===== src/rtl/jtdd2_pkg.sv =====
// Shared constants for the sub-CPU controller: halt FSM encoding,
// control register bit positions and a counter-width helper.
package jtdd2_pkg;

  // Halt handshake states
  localparam logic [1:0] ST_RUN    = 2'd0;
  localparam logic [1:0] ST_REQ    = 2'd1;
  localparam logic [1:0] ST_HALTED = 2'd2;
  localparam logic [1:0] ST_REL    = 2'd3;

  // Control register bit positions
  localparam int CTL_RUN  = 0;
  localparam int CTL_HALT = 1;
  localparam int CTL_NMI  = 2;

  // Bits needed to hold the value n (at least one bit)
  function automatic int cnt_w(input int n);
    return (n < 2) ? 1 : $clog2(n + 1);
  endfunction

endpackage


===== src/rtl/jtdd2_subctl_pulse.sv =====
// Retriggerable fixed-width pulse generator: o_pulse is high for exactly
// W clocks after the most recent i_trig.
module jtdd2_subctl_pulse
  import jtdd2_pkg::*;
#(
  parameter int W = 16
) (
  input  logic i_clk,
  input  logic i_rst,
  input  logic i_trig,
  output logic o_pulse
);

  localparam int CW = cnt_w(W);
  localparam logic [CW-1:0] LOAD = CW'(W);

  logic [CW-1:0] r_cnt;

  // Down-counter: a trigger (re)loads the full width, otherwise run to zero
  always_ff @(posedge i_clk) begin
    if (i_rst) begin
      r_cnt <= '0;
    end else if (i_trig) begin
      r_cnt <= LOAD;
    end else if (r_cnt != '0) begin
      r_cnt <= r_cnt - 1'b1;
    end
  end

  assign o_pulse = (r_cnt != '0);

endmodule


===== src/rtl/jtdd2_subctl.sv =====
// Main-to-sub CPU controller: sub reset sequencing, NMI trigger, bus
// halt handshake with timeout, and sub-to-main IRQ latch.
//
// state  | meaning
// RUN    | sub owns its bus, no halt requested
// REQ    | halt requested, waiting for mcu_ban or timeout
// HALTED | sub bus released, main may access shared RAM
// REL    | halt withdrawn, waiting for sub to resume (mcu_ban high)
module jtdd2_subctl
  import jtdd2_pkg::*;
#(
  parameter int RST_HOLD = 8,
  parameter int NMI_W    = 16,
  parameter int HALT_TO  = 1024
) (
  input  logic       clk,
  input  logic       rst,
  input  logic       cpu_cen,
  input  logic       main_wrn,
  input  logic [7:0] main_dout,
  input  logic       ctl_cs,
  input  logic       ack_cs,
  input  logic       mcu_ban,
  input  logic       mcu_irqmain,
  output logic       mcu_rstb,
  output logic       mcu_halt,
  output logic       mcu_nmi_set,
  output logic       shared_ok,
  output logic       main_irqn,
  output logic [7:0] status
);

  localparam int HW = cnt_w(RST_HOLD);
  localparam int TW = cnt_w(HALT_TO);
  localparam logic [HW-1:0] HOLD_LD = HW'(RST_HOLD);
  localparam logic [TW-1:0] TO_LD   = TW'((HALT_TO > 0) ? HALT_TO - 1 : 0);

  logic [2:0]    r_ctl;
  logic [HW-1:0] r_hold_cnt;
  logic          r_rstb;
  logic [1:0]    r_st;
  logic [TW-1:0] r_to_cnt;
  logic          r_timeout;
  logic          r_irq_d;
  logic          r_irq_pend;
  logic          r_irqn;
  logic [7:0]    r_status;

  logic          w_wr;
  logic          w_ack;
  logic          w_run;
  logic          w_halt_req;
  logic          w_nmi_trig;
  logic          w_halt_rise;
  logic          w_irq_rise;
  logic          w_irq_nxt;
  logic          w_shared_ok;
  logic [1:0]    w_st_nxt;
  logic          w_to_ld;
  logic          w_to_dec;
  logic          w_to_set;
  logic          w_unused;

  assign w_wr       = cpu_cen & ~main_wrn & ctl_cs;
  assign w_ack      = cpu_cen & ~main_wrn & ack_cs;
  assign w_run      = r_ctl[CTL_RUN];
  assign w_halt_req = r_ctl[CTL_HALT];
  assign w_unused   = ^main_dout[7:3];

  // Edges of the control bits are taken between consecutive writes
  assign w_nmi_trig  = w_wr & main_dout[CTL_NMI] & ~r_ctl[CTL_NMI] & r_rstb;
  assign w_halt_rise = w_wr & main_dout[CTL_HALT] & ~r_ctl[CTL_HALT];

  // Control register write
  always_ff @(posedge clk) begin
    if (rst) begin
      r_ctl <= 3'b000;
    end else if (w_wr) begin
      r_ctl <= main_dout[2:0];
    end
  end

  // Sub reset hold: counts cpu_cen pulses once run is requested, reloads while stopped
  always_ff @(posedge clk) begin
    if (rst) begin
      r_hold_cnt <= HOLD_LD;
      r_rstb     <= 1'b0;
    end else begin
      if (!w_run) begin
        r_hold_cnt <= HOLD_LD;
      end else if (cpu_cen && (r_hold_cnt != '0)) begin
        r_hold_cnt <= r_hold_cnt - 1'b1;
      end
      r_rstb <= w_run && (r_hold_cnt == '0);
    end
  end

  jtdd2_subctl_pulse #(
    .W(NMI_W)
  ) u_nmi (
    .i_clk  (clk),
    .i_rst  (rst),
    .i_trig (w_nmi_trig),
    .o_pulse(mcu_nmi_set)
  );

  // Halt FSM next-state and timer control; a sub held in reset cannot own the bus
  always_comb begin
    w_st_nxt = r_st;
    w_to_ld  = 1'b0;
    w_to_dec = 1'b0;
    w_to_set = 1'b0;
    case (r_st)
      ST_RUN: begin
        if (w_halt_req) begin
          w_st_nxt = ST_REQ;
          w_to_ld  = 1'b1;
        end
      end
      ST_REQ: begin
        if (!w_halt_req) begin
          w_st_nxt = ST_REL;
          w_to_ld  = 1'b1;
        end else if (!mcu_ban) begin
          w_st_nxt = ST_HALTED;
        end else if (r_to_cnt == '0) begin
          w_st_nxt = ST_HALTED;
          w_to_set = 1'b1;
        end else begin
          w_to_dec = 1'b1;
        end
      end
      ST_HALTED: begin
        if (!w_halt_req) begin
          w_st_nxt = ST_REL;
          w_to_ld  = 1'b1;
        end
      end
      ST_REL: begin
        if (mcu_ban || (r_to_cnt == '0)) begin
          w_st_nxt = ST_RUN;
        end else begin
          w_to_dec = 1'b1;
        end
      end
      default: w_st_nxt = ST_RUN;
    endcase
    if (!r_rstb) begin
      w_st_nxt = ST_RUN;
      w_to_ld  = 1'b0;
      w_to_dec = 1'b0;
      w_to_set = 1'b0;
    end
  end

  // Halt FSM state and handshake timer
  always_ff @(posedge clk) begin
    if (rst) begin
      r_st     <= ST_RUN;
      r_to_cnt <= TO_LD;
    end else begin
      r_st <= w_st_nxt;
      if (w_to_ld) begin
        r_to_cnt <= TO_LD;
      end else if (w_to_dec) begin
        r_to_cnt <= r_to_cnt - 1'b1;
      end
    end
  end

  // Sticky timeout flag, cleared by a fresh halt request
  always_ff @(posedge clk) begin
    if (rst) begin
      r_timeout <= 1'b0;
    end else if (w_to_set) begin
      r_timeout <= 1'b1;
    end else if (w_halt_rise) begin
      r_timeout <= 1'b0;
    end
  end

  assign mcu_halt    = r_rstb & ((r_st == ST_REQ) | (r_st == ST_HALTED));
  assign w_shared_ok = ~r_rstb | (r_st == ST_HALTED);
  assign shared_ok   = w_shared_ok;

  // IRQ edge detect runs every clock; a new edge beats a simultaneous ack
  assign w_irq_rise = mcu_irqmain & ~r_irq_d;
  assign w_irq_nxt  = w_irq_rise ? 1'b1 : (w_ack ? 1'b0 : r_irq_pend);

  // IRQ latch and registered active-low output
  always_ff @(posedge clk) begin
    if (rst) begin
      r_irq_d    <= 1'b0;
      r_irq_pend <= 1'b0;
      r_irqn     <= 1'b1;
    end else begin
      r_irq_d    <= mcu_irqmain;
      r_irq_pend <= w_irq_nxt;
      r_irqn     <= ~w_irq_nxt;
    end
  end

  // Status readback, one clock behind the flags it reports
  always_ff @(posedge clk) begin
    if (rst) begin
      r_status <= 8'h02;
    end else begin
      r_status <= {4'b0000, r_timeout, r_irq_pend, w_shared_ok, r_rstb};
    end
  end

  assign mcu_rstb  = r_rstb;
  assign main_irqn = r_irqn;
  assign status    = r_status;

endmodule


===== config.mk =====
export PLATFORM = sky130hd
export DESIGN_NAME = jtdd2_subctl
export DESIGN_NICKNAME = d
export VERILOG_FILES = /design/src/rtl/jtdd2_pkg.sv /design/src/rtl/jtdd2_subctl_pulse.sv /design/src/rtl/jtdd2_subctl.sv
export SDC_FILE = /design/constraint.sdc
export NUM_CORES = 1
export LEC_CHECK = 0
export ABC_AREA = 1
export CAP_MARGIN = 20
export CELL_PAD_IN_SITES_DETAIL_PLACEMENT = 1
export CELL_PAD_IN_SITES_GLOBAL_PLACEMENT = 1
export CORE_ASPECT_RATIO = 0.9
export CORE_MARGIN = 4
export CORE_UTILIZATION = 37
export CTS_CLUSTER_DIAMETER = 200
export CTS_CLUSTER_SIZE = 30
export DETAILED_ROUTE_END_ITERATION = 10
export PLACE_DENSITY_LB_ADDON = 0.1
export SYNTH_ARGS = -nofsm -noshare
export SYNTH_HDL_FRONTEND = slang
export SYNTH_SLANG_ARGS = --single-unit

===== constraint.sdc =====
create_clock -name clk -period 1.94 [get_ports clk]
set_input_delay 0.291 -clock clk [delete_from_list [all_inputs] [get_ports clk]]
set_output_delay 0.291 -clock clk [all_outputs]
set_load 0.03 [all_outputs]

* Word level (Yosys, flattened, before mapping) *
Cells that the tools add are included.

word-level totals
  bits in registers = 38
  input bits = 16
  output and inout bits = 13
  logic and storage cells = 86

cells by class
  add/sub/neg operators = 3
  eq/ne operators = 7
  multiplexer cells = 28
  bitwise logic cells = 19
  reductions and logical operators = 16

operators by type and width
  kind                                                                   number
  1-bit two-way mux                                                      17
  2-bit two-way mux                                                      6
  11-bit logical NOT                                                     1
  11-bit by 1-bit subtractor with 11-bit output, second input constant   1
  1-bit AND                                                              10
  5-bit two-way mux                                                      2
  2-bit OR reduction                                                     5
  2-bit one-hot mux with 4 select lines                                  1
  1-bit inverter                                                         7
  2-bit inequality test, second input constant                           3
  5-bit nonzero test                                                     1
  5-bit by 1-bit subtractor with 5-bit output, second input constant     1
  2-bit equality test, second input constant                             2
  4-bit logical NOT                                                      1
  4-bit inequality test, second input constant                           1
  1-bit one-hot mux with 2 select lines                                  2
  4-bit AND reduction                                                    1
  2-bit nonzero test                                                     2
  4-bit nonzero test                                                     1
  4-bit by 1-bit subtractor with 4-bit output, second input constant     1
  2-bit by 1-bit equality test with 1-bit output, second input constant  1
  1-bit logical AND                                                      2
  2-bit logical NOT                                                      1
  1-bit bitwise OR                                                       2
  1-bit logical OR                                                       1

* Longest topological paths before layout *
Gate-level depths: netlist of run 1.

  depth in word-level cells = 7
  mapped depth = 9

* By module *
A second synthesis of run 1 with hierarchy kept.

second synthesis, totals
  cells, all modules = 243
  area total of the unflattened synthesis = 1765.4 µm²

modules (own cells, without submodules)
  module              instances  cells an instance  area an instance (µm²)  sequential area each (µm²)
  jtdd2_subctl        1          210                1521.5                  580.6
  jtdd2_subctl_pulse  1          33                 244.0                   100.1

* Worst setup path after synthesis of run 1 *
OpenSTA, ideal clock, no wires.

  kind = reg2reg
  start = reg r_st[0]
  end = reg r_to_cnt[1]
  setup time = 0.128 ns
  arrival time = 1.501 ns
  required time = 1.812 ns
  path slack = 0.311 ns
  stages on the path, launching flop included = 7
  path buffers = 1
  clock period less this slack = 1.629 ns
  cells stage by stage = dfxtp_1 inv_1 ha_1 or2_2 a31oi_1 buf_2 o211ai_1

on the way
  longest elaborated chain between the ends = 5

RTL lines
  what                                                                                   RTL line             source
  start, declared                                                                        jtdd2_subctl.sv:41   logic [1:0] r_st;
  start signal, assigned                                                                 jtdd2_subctl.sv:162  r_st <= w_st_nxt;
  2-bit by 1-bit equality test with 1-bit output or 2-bit equality test (tied branches)  jtdd2_subctl.sv:113  case (r_st)
  2-bit OR reduction (no line)                                                           n/a
  1-bit one-hot mux with 2 select lines                                                  jtdd2_subctl.sv:113
  1-bit two-way mux                                                                      jtdd2_subctl.sv:148  if (!r_rstb) begin
  2-bit OR reduction (no line)                                                           n/a
  end signal, assigned                                                                   jtdd2_subctl.sv:166  r_to_cnt <= r_to_cnt - 1'b1;
  end, declared                                                                          jtdd2_subctl.sv:42   logic [TW-1:0] r_to_cnt;

Several ways; a longest one is shown, not always the timed one.
A chain may end at the register's enable or synchronous reset.

* Worst setup path in the final report of run 1 *
  start = reg r_st[0]
  end = out mcu_halt

on the way
  longest elaborated chain between the ends = 3

RTL lines
  what                                                                                   RTL line             source
  2-bit by 1-bit equality test with 1-bit output or 2-bit equality test (tied branches)  jtdd2_subctl.sv:182  assign mcu_halt = r_rstb & ((r_st == ST_REQ) | (r_st == ST_HALTED));
  1-bit bitwise OR *                                                                     jtdd2_subctl.sv:182
  1-bit AND *                                                                            jtdd2_subctl.sv:182
  end, declared                                                                          jtdd2_subctl.sv:26   output logic mcu_halt,

Every way passes the cells marked *; elsewhere a longest branch is shown, timed or not.

==> flow_summary.json, run 1 <==
{
  "ant_nets": 0,
  "cts_setup_buffers": 0,
  "cellPowerDensity_nw_per_um2": 780,
  "clockBufferDepth": 2,
  "async_flop_share_pct": 0,
  "diodes": 0,
  "fin_crit_sh_pct": 92.5,
  "start_util_pct": 38.5,
  "critPathMaxStageDelay_ns": 0.38,
  "clock_latency_ns": 0.29,
  "worst_slack_ns": 0.145,
  "worstPathCellList": "inv_1, ha_1, nand2_1, inv_1, dlygate4sd2_1",
  "cp.required_ns": 1.65,
  "synth_seq_cells": 34,
  "placed_cell_area_um2": 2010,
  "area_growth_pct": 21.7,
  "synth_edf_count": 0,
  "drt-total-wl_um": 3840,
  "synthTopCellsByArea": "dfxtp_1, nand2_1, inv_1",
  "grt_pass1_wl_um": 6910,
  "clkSlewWorstSetupHoldPaths_ns": 0.08,
  "yosys_warnings": 0,
  "drv_cap": 0,
  "cts_buffers": 5,
  "hpwl_um": 2990,
  "cts_tree": "built",
  "num_vias": 1531,
  "vias_per_cell": 4.60,
  "cp-start-kind": "register",
  "drcViolationCount": 0,
  "preCtsSetupSlack_ns": 0.0719,
  "wire_per_inst_um": 11.5,
  "crit_buf_inv": 3,
  "num-nets-final": 295,
  "finClkSkew_ns": 0.00530,
  "path_max_fanout": 4,
  "postSynthCellCount": 241,
  "layout-drive-gt1-share_pct": 9.96,
  "worst_path_max_delay_cell": "dlygate4sd2_1",
  "avgSynthCellArea_um2": 7.16,
  "row_count": 23,
  "critical_path_class": "register to output port",
  "seq_area_um2": 681,
  "h-tree-depth": 2,
  "first_iter_violations": 40,
  "hold_ws_ns": 0.428,
  "cp_top_family": "buffers and inverters",
  "coreArea_um2": 4490,
  "cts_sinks": 34,
  "leakage_nw": 0.907,
  "seq_area_frac_synth_pct": 39.4,
  "grt_pass1_vias": 1555,
  "finalMaxSlewViolations": 0,
  "crit_top_cell": "inv_1",
  "grt_max_degree": 13,
  "ios": 29,
  "multi_input_area_um2": 862,
  "outcome": "finished, final reports clean",
  "die_area_um2": 5830,
  "ys.flop_type": "dfxtp_1",
  "grt_use_total_pct": 15.5,
  "synth_common_cells": "nand2_1, inv_1, dfxtp_1",
  "yosysMostFrequentCell": "nand2_1",
  "setup_viol": 0,
  "yosysTopAreaCellShare_pct": 39.4,
  "fillers": 591,
  "final_cell_area_um2": 2100,
  "fp.dieH_um": 72.8,
  "hold_path.class": "register to register",
  "rsz0062_at_grt": "false",
  "fmax_mhz": 557,
  "synth_cell_types": 30,
  "cts_root_buffer": "clkbuf_8",
  "ir_worst_vdd_v": 0.000581,
  "hold_viol_final": 0,
  "firstDrtPassIters": 4,
  "fin_tns_setup_ns": 0,
  "worst_setup_path_end_kind": "output port",
  "antenna_found_initial": 0,
  "yosysTopAreaCell": "dfxtp_1",
  "grt-ovfl-total": 0,
  "critPathArrivalTime_ns": 1.50,
  "io_buffer_count": 19,
  "place.gp.congestion": 0.756,
  "die_w_um": 80.0,
  "period_needed_ns": 1.80,
  "syn_area_um2": 1730
}
==> cells in the final DEF (no fill, tap or decap) <==
cell,netlist,final
nand2_1,51,51
inv_1,35,35
dfxtp_1,34,34
nor2_1,28,28
nand3_1,23,23
clkdlybuf4s50_1,0,16
a21oi_1,14,14
ha_1,9,9
buf_4,4,9
o21ai_0,7,7
clkbuf_8,0,6
xnor2_1,5,5
conb_1,1,4
nand3b_1,3,3
nor2_4,2,2
o21ai_2,2,2
or2_2,2,2
nand4_1,2,2
nor3_1,2,2
o211ai_1,2,2
or2_0,2,2
dlygate4sd2_1,0,2
inv_2,1,1
nand2_2,1,1
nor2_2,1,1
or2_1,1,1
a31oi_1,1,1
xor2_1,1,1
o31ai_1,1,1
a211oi_1,1,1
clkinv_2,0,1
clkinvlp_4,0,1
buf_2,3,1
==> worst paths after layout <==
path	startpoint	endpoint	slack, ns	cells after the start
setup / recovery	r_st[0]	mcu_halt	0.14	5
hold / removal	r_irq_pend	status[2]	0.43	2
setup reg to reg	r_to_cnt[0]	r_to_cnt[6]	0.27	9
hold reg to reg	r_irq_pend	status[2]	0.43	2
==> stage by stage <==
step,total power [mW],util (%),instances
after floorplan,1.03,-,244
after global placement,1.11,44.8,325
after detailed placement,1.12,44.8,325
after CTS,1.67,46.9,333
after global routing,1.75,46.8,333
final,1.64,46.8,333
==> layout make-up <==
| cell class | instances | share of cell area (%) |
|---|---|---|
| inverter | 36 | 6.43 |
| tap | 62 | 3.69 |
| multi-input combinational | 165 | 41.0 |
| sequential | 34 | 32.4 |
| timing repair buffer | 28 | 11.9 |
| clock inverter | 2 | 0.596 |
| clock buffer | 6 | 3.93 |
==> layer usage <==
metal	wire length, um	share of wire [%]	track usage (%)	vias up
li1	-	-	-	802
met1	1850	48	19.0	704
met2	1770	46	25.5	20
met3	167	4.3	4.94	5
met4	53	1.4	5.63	0
met5	0	0	0	-
==> kinds of logic (layout without fill, tap and decap cells) <==
family	Yosys count	count (layout)	synth area share, %
AND/OR/NAND/NOR	118	118	30.3
buffers and inverters	45	72	11.3
flip-flops	34	34	39.4
AO/OA/AOI/OAI	28	28	9.20
adder cells (fa/ha/maj)	9	9	6.52
XOR/XNOR	6	6	3.04
other	1	4	0.217
==> worst register-to-register path, delay by kind of cell, from the launching register on <==
kind                     cells  cell delay, ns
AO/OA/AOI/OAI                2            0.38
AND/OR/NAND/NOR              4            0.36
adder cells (fa/ha/maj)      1            0.22
flip-flops                   1            0.31
buffers and inverters        2            0.26
==> where the power goes <==
part / leakage [nW] / internal [mW] / total (mW) / switching (mW)
Combinational: 0.583 / 0.141 / 0.323 / 0.182
Sequential: 0.277 / 0.736 / 0.756 / 0.0204
Clock: 0.0472 / 0.285 / 0.558 / 0.273
==> sequential cells by signal (all words and copies together), names as in the netlist <==
| register | cells |
|---|---|
| r_to_cnt | 11 |
| u_nmi.r_cnt | 5 |
| r_hold_cnt | 4 |
| status | 4 |
| r_ctl | 3 |
| r_st | 2 |
| main_irqn | 1 |
| mcu_rstb | 1 |
| r_irq_d | 1 |
| r_irq_pend | 1 |
| r_timeout | 1 |
==> timing repair <==
item,4_1_cts,5_1_grt
pin swaps,0,0
resized for setup,5,2
hold buffers,0,0
setup endpoints to repair,3,1
Power figures use the tool's default switching activity.
==> run 2: changes to the inputs <==
ABC_CLOCK_PERIOD_IN_PS = 1940   (was unset)
==> results of run 2 <==
No change in the layout: final DEF, timing and power equal those of run 1.
==> run 3: changes to the inputs <==
CORE_MARGIN = 10   (was 4)
SLEW_MARGIN = 20   (was unset)
==> run 3 against run 2 <==
Wire length up 4.4%. Total power up 5.8%. Critical path type unchanged. Clock-buffer cell count down 1. Critical path depth unchanged. Highest routed layer unchanged.
==> flow_summary.json, run 3 (synthesis gave the netlist of run 1 again) <==
{
  "fmax_mhz": 547,
  "critPathArrivalTime_ns": 1.54,
  "critical_path_class": "register to output port",
  "layout-drive-gt1-share_pct": 9.63,
  "finClkSkew_ns": 0.00692,
  "seq_area_um2": 681,
  "grt_max_degree": 13,
  "period_needed_ns": 1.83,
  "fin_tns_setup_ns": 0,
  "cts_buffers": 5,
  "num-nets-final": 294,
  "cts_tree": "built",
  "worst_path_max_delay_cell": "dlygate4sd2_1",
  "top_regs": "r_to_cnt: 11 flops, u_nmi.r_cnt: 5 flops",
  "fin_crit_sh_pct": 94.2,
  "regMostFlops": "r_to_cnt",
  "ios": 29,
  "clkSlewWorstSetupHoldPaths_ns": 0.08,
  "clockBufferDepth": 2,
  "crit_top_cell": "inv_1",
  "ir_worst_vdd_v": 0.000306,
  "cts_sinks": 34,
  "vias_per_cell": 4.59,
  "rsz0062_at_grt": "false",
  "path_max_fanout": 4,
  "hold_viol_final": 0,
  "fp.dieH_um": 84.8,
  "start_util_pct": 38.5,
  "crit_buf_inv": 3,
  "hpwl_um": 3150,
  "grt_use_total_pct": 11.2,
  "cts_root_buffer": "clkbuf_8",
  "finalMaxSlewViolations": 0,
  "cp_top_family": "buffers and inverters",
  "drcViolationCount": 0,
  "cts_setup_buffers": 0,
  "area_growth_pct": 22.5,
  "coreArea_um2": 4490,
  "die_w_um": 92.0,
  "ant_nets": 0,
  "hold_path.class": "register to register",
  "largest_register_ffs": 11,
  "hold_ws_ns": 0.428,
  "fillers": 588,
  "r2r_slack_ns": 0.28,
  "grtUsageMet2_pct": 18.0,
  "row_count": 23,
  "final_common_cell": "nand2_1",
  "num_vias": 1525,
  "mostFrequentLayoutCells": "nand2_1, inv_1, dfxtp_1",
  "critPathMaxStageDelay_ns": 0.39,
  "diodes": 0,
  "io_buffer_count": 19,
  "whs_endpoint": "status[2]",
  "place.gp.congestion": 0.728,
  "rr_worst_depth": 9,
  "drt-total-wl_um": 4010,
  "worst_setup_path_end_kind": "output port",
  "cp.required_ns": 1.65,
  "grtUsageMet3_pct": 4.72,
  "leakage_nw": 0.914,
  "wire_per_inst_um": 12.1,
  "die_area_um2": 7800,
  "h-tree-depth": 2,
  "crit-reg2reg-launch": "r_to_cnt[0]",
  "grt-busiest-layer": "met2",
  "min_from": "r_irq_pend",
  "antenna_found_initial": 0,
  "firstDrtPassIters": 4,
  "setup_viol": 0,
  "outcome": "finished, final reports clean",
  "cp-start-kind": "register",
  "grt_pass1_wl_um": 7180,
  "grt-ovfl-total": 0,
  "worstPathCellList": "inv_1, ha_1, nand2_1, inv_1, dlygate4sd2_1",
  "multi_input_area_um2": 870,
  "ctsHoldBuffers": 0,
  "drv_cap": 0,
  "min_path_cells": 2,
  "cellPowerDensity_nw_per_um2": 820,
  "first_iter_violations": 30,
  "r2r-end": "r_to_cnt[5]",
  "met1_usage_pct": 13.0,
  "grt_pass1_vias": 1625,
  "clock_latency_ns": 0.29
}
## run 3: changes by cell type in the layout (fill, tap and decap cells not counted)
cell / change
buf_4: -1
bufinv_16: +1
clkbuf_8: -1
clkinv_2: +1
clkinvlp_4: -1
o21ai_2: -1
o21ai_4: +1
## run 3: routing by layer
| layer | vias to the layer above | part of all wire, % |
|---|---|---|
| met5 | - | 0 |
| met4 | 0 | 1.1 |
| met3 | 4 | 4.1 |
| met2 | 16 | 45 |
| met1 | 707 | 50 |
| li1 | 798 | - |
## run 3: worst min-delay path: cells and delay by family, from the launching register on
family | cells | cell delay, ns
and+or+nand+nor | 1 | 0.03
buffers and inverters | 1 | 0.05
DFF | 1 | 0.31
## run 3: repair_timing
action / in CTS / in global routing
gates resized for setup: 5 / 3
endpoints found under the hold margin: 0 / 0
endpoints found under the setup margin: 3 / 3
pin swaps: 0 / 0
## run 3: per-stage QoR
| step | area, um^2 | total power [mW] | instances | setup WS [ns] | utilization, % |
|---|---|---|---|---|---|
| final | 2110 | 1.73 | 332 | 0.113 | 47.1 |
| after global routing | 2110 | 1.84 | 332 | 0.000563 | 47.1 |
| after CTS | 2110 | 1.77 | 332 | 0.0451 | 47.1 |
| after detailed placement | 2010 | 1.12 | 324 | 0.0635 | 44.7 |
| after global placement | 2010 | 1.11 | 324 | 0.0892 | 44.7 |
| after floorplan | 1740 | 1.03 | 244 | 0.311 | - |
## run 3: area by class of cell
| type | instances | share of cell area [%] |
|---|---|---|
| repair buffers | 27 | 11.5 |
| multi-input cells | 165 | 41.1 |
| flip-flops and latches | 34 | 32.2 |
| clock buffers | 5 | 3.25 |
| inverters | 36 | 6.39 |
| well taps | 62 | 3.67 |
| clock inverters | 3 | 1.89 |
## run 3: how the worst max path moves through the flow
stage	start	to	slack, ns	cells past startpoint
after floorplan	r_st[0]	r_to_cnt[1]	0.31	6
after global placement	u_nmi.r_cnt[0]	mcu_nmi_set	0.09	7
after detailed placement	u_nmi.r_cnt[0]	mcu_nmi_set	0.06	7
after CTS	u_nmi.r_cnt[0]	mcu_nmi_set	0.05	7
after global routing	r_to_cnt[0]	r_to_cnt[5]	0.0006	9
final	r_st[0]	mcu_halt	0.11	5
## run 3: where the power goes
group | total (mW) | switching (mW) | internal [mW]
registers | 0.757 | 0.0214 | 0.736
logic | 0.323 | 0.185 | 0.139
clock network | 0.653 | 0.274 | 0.378
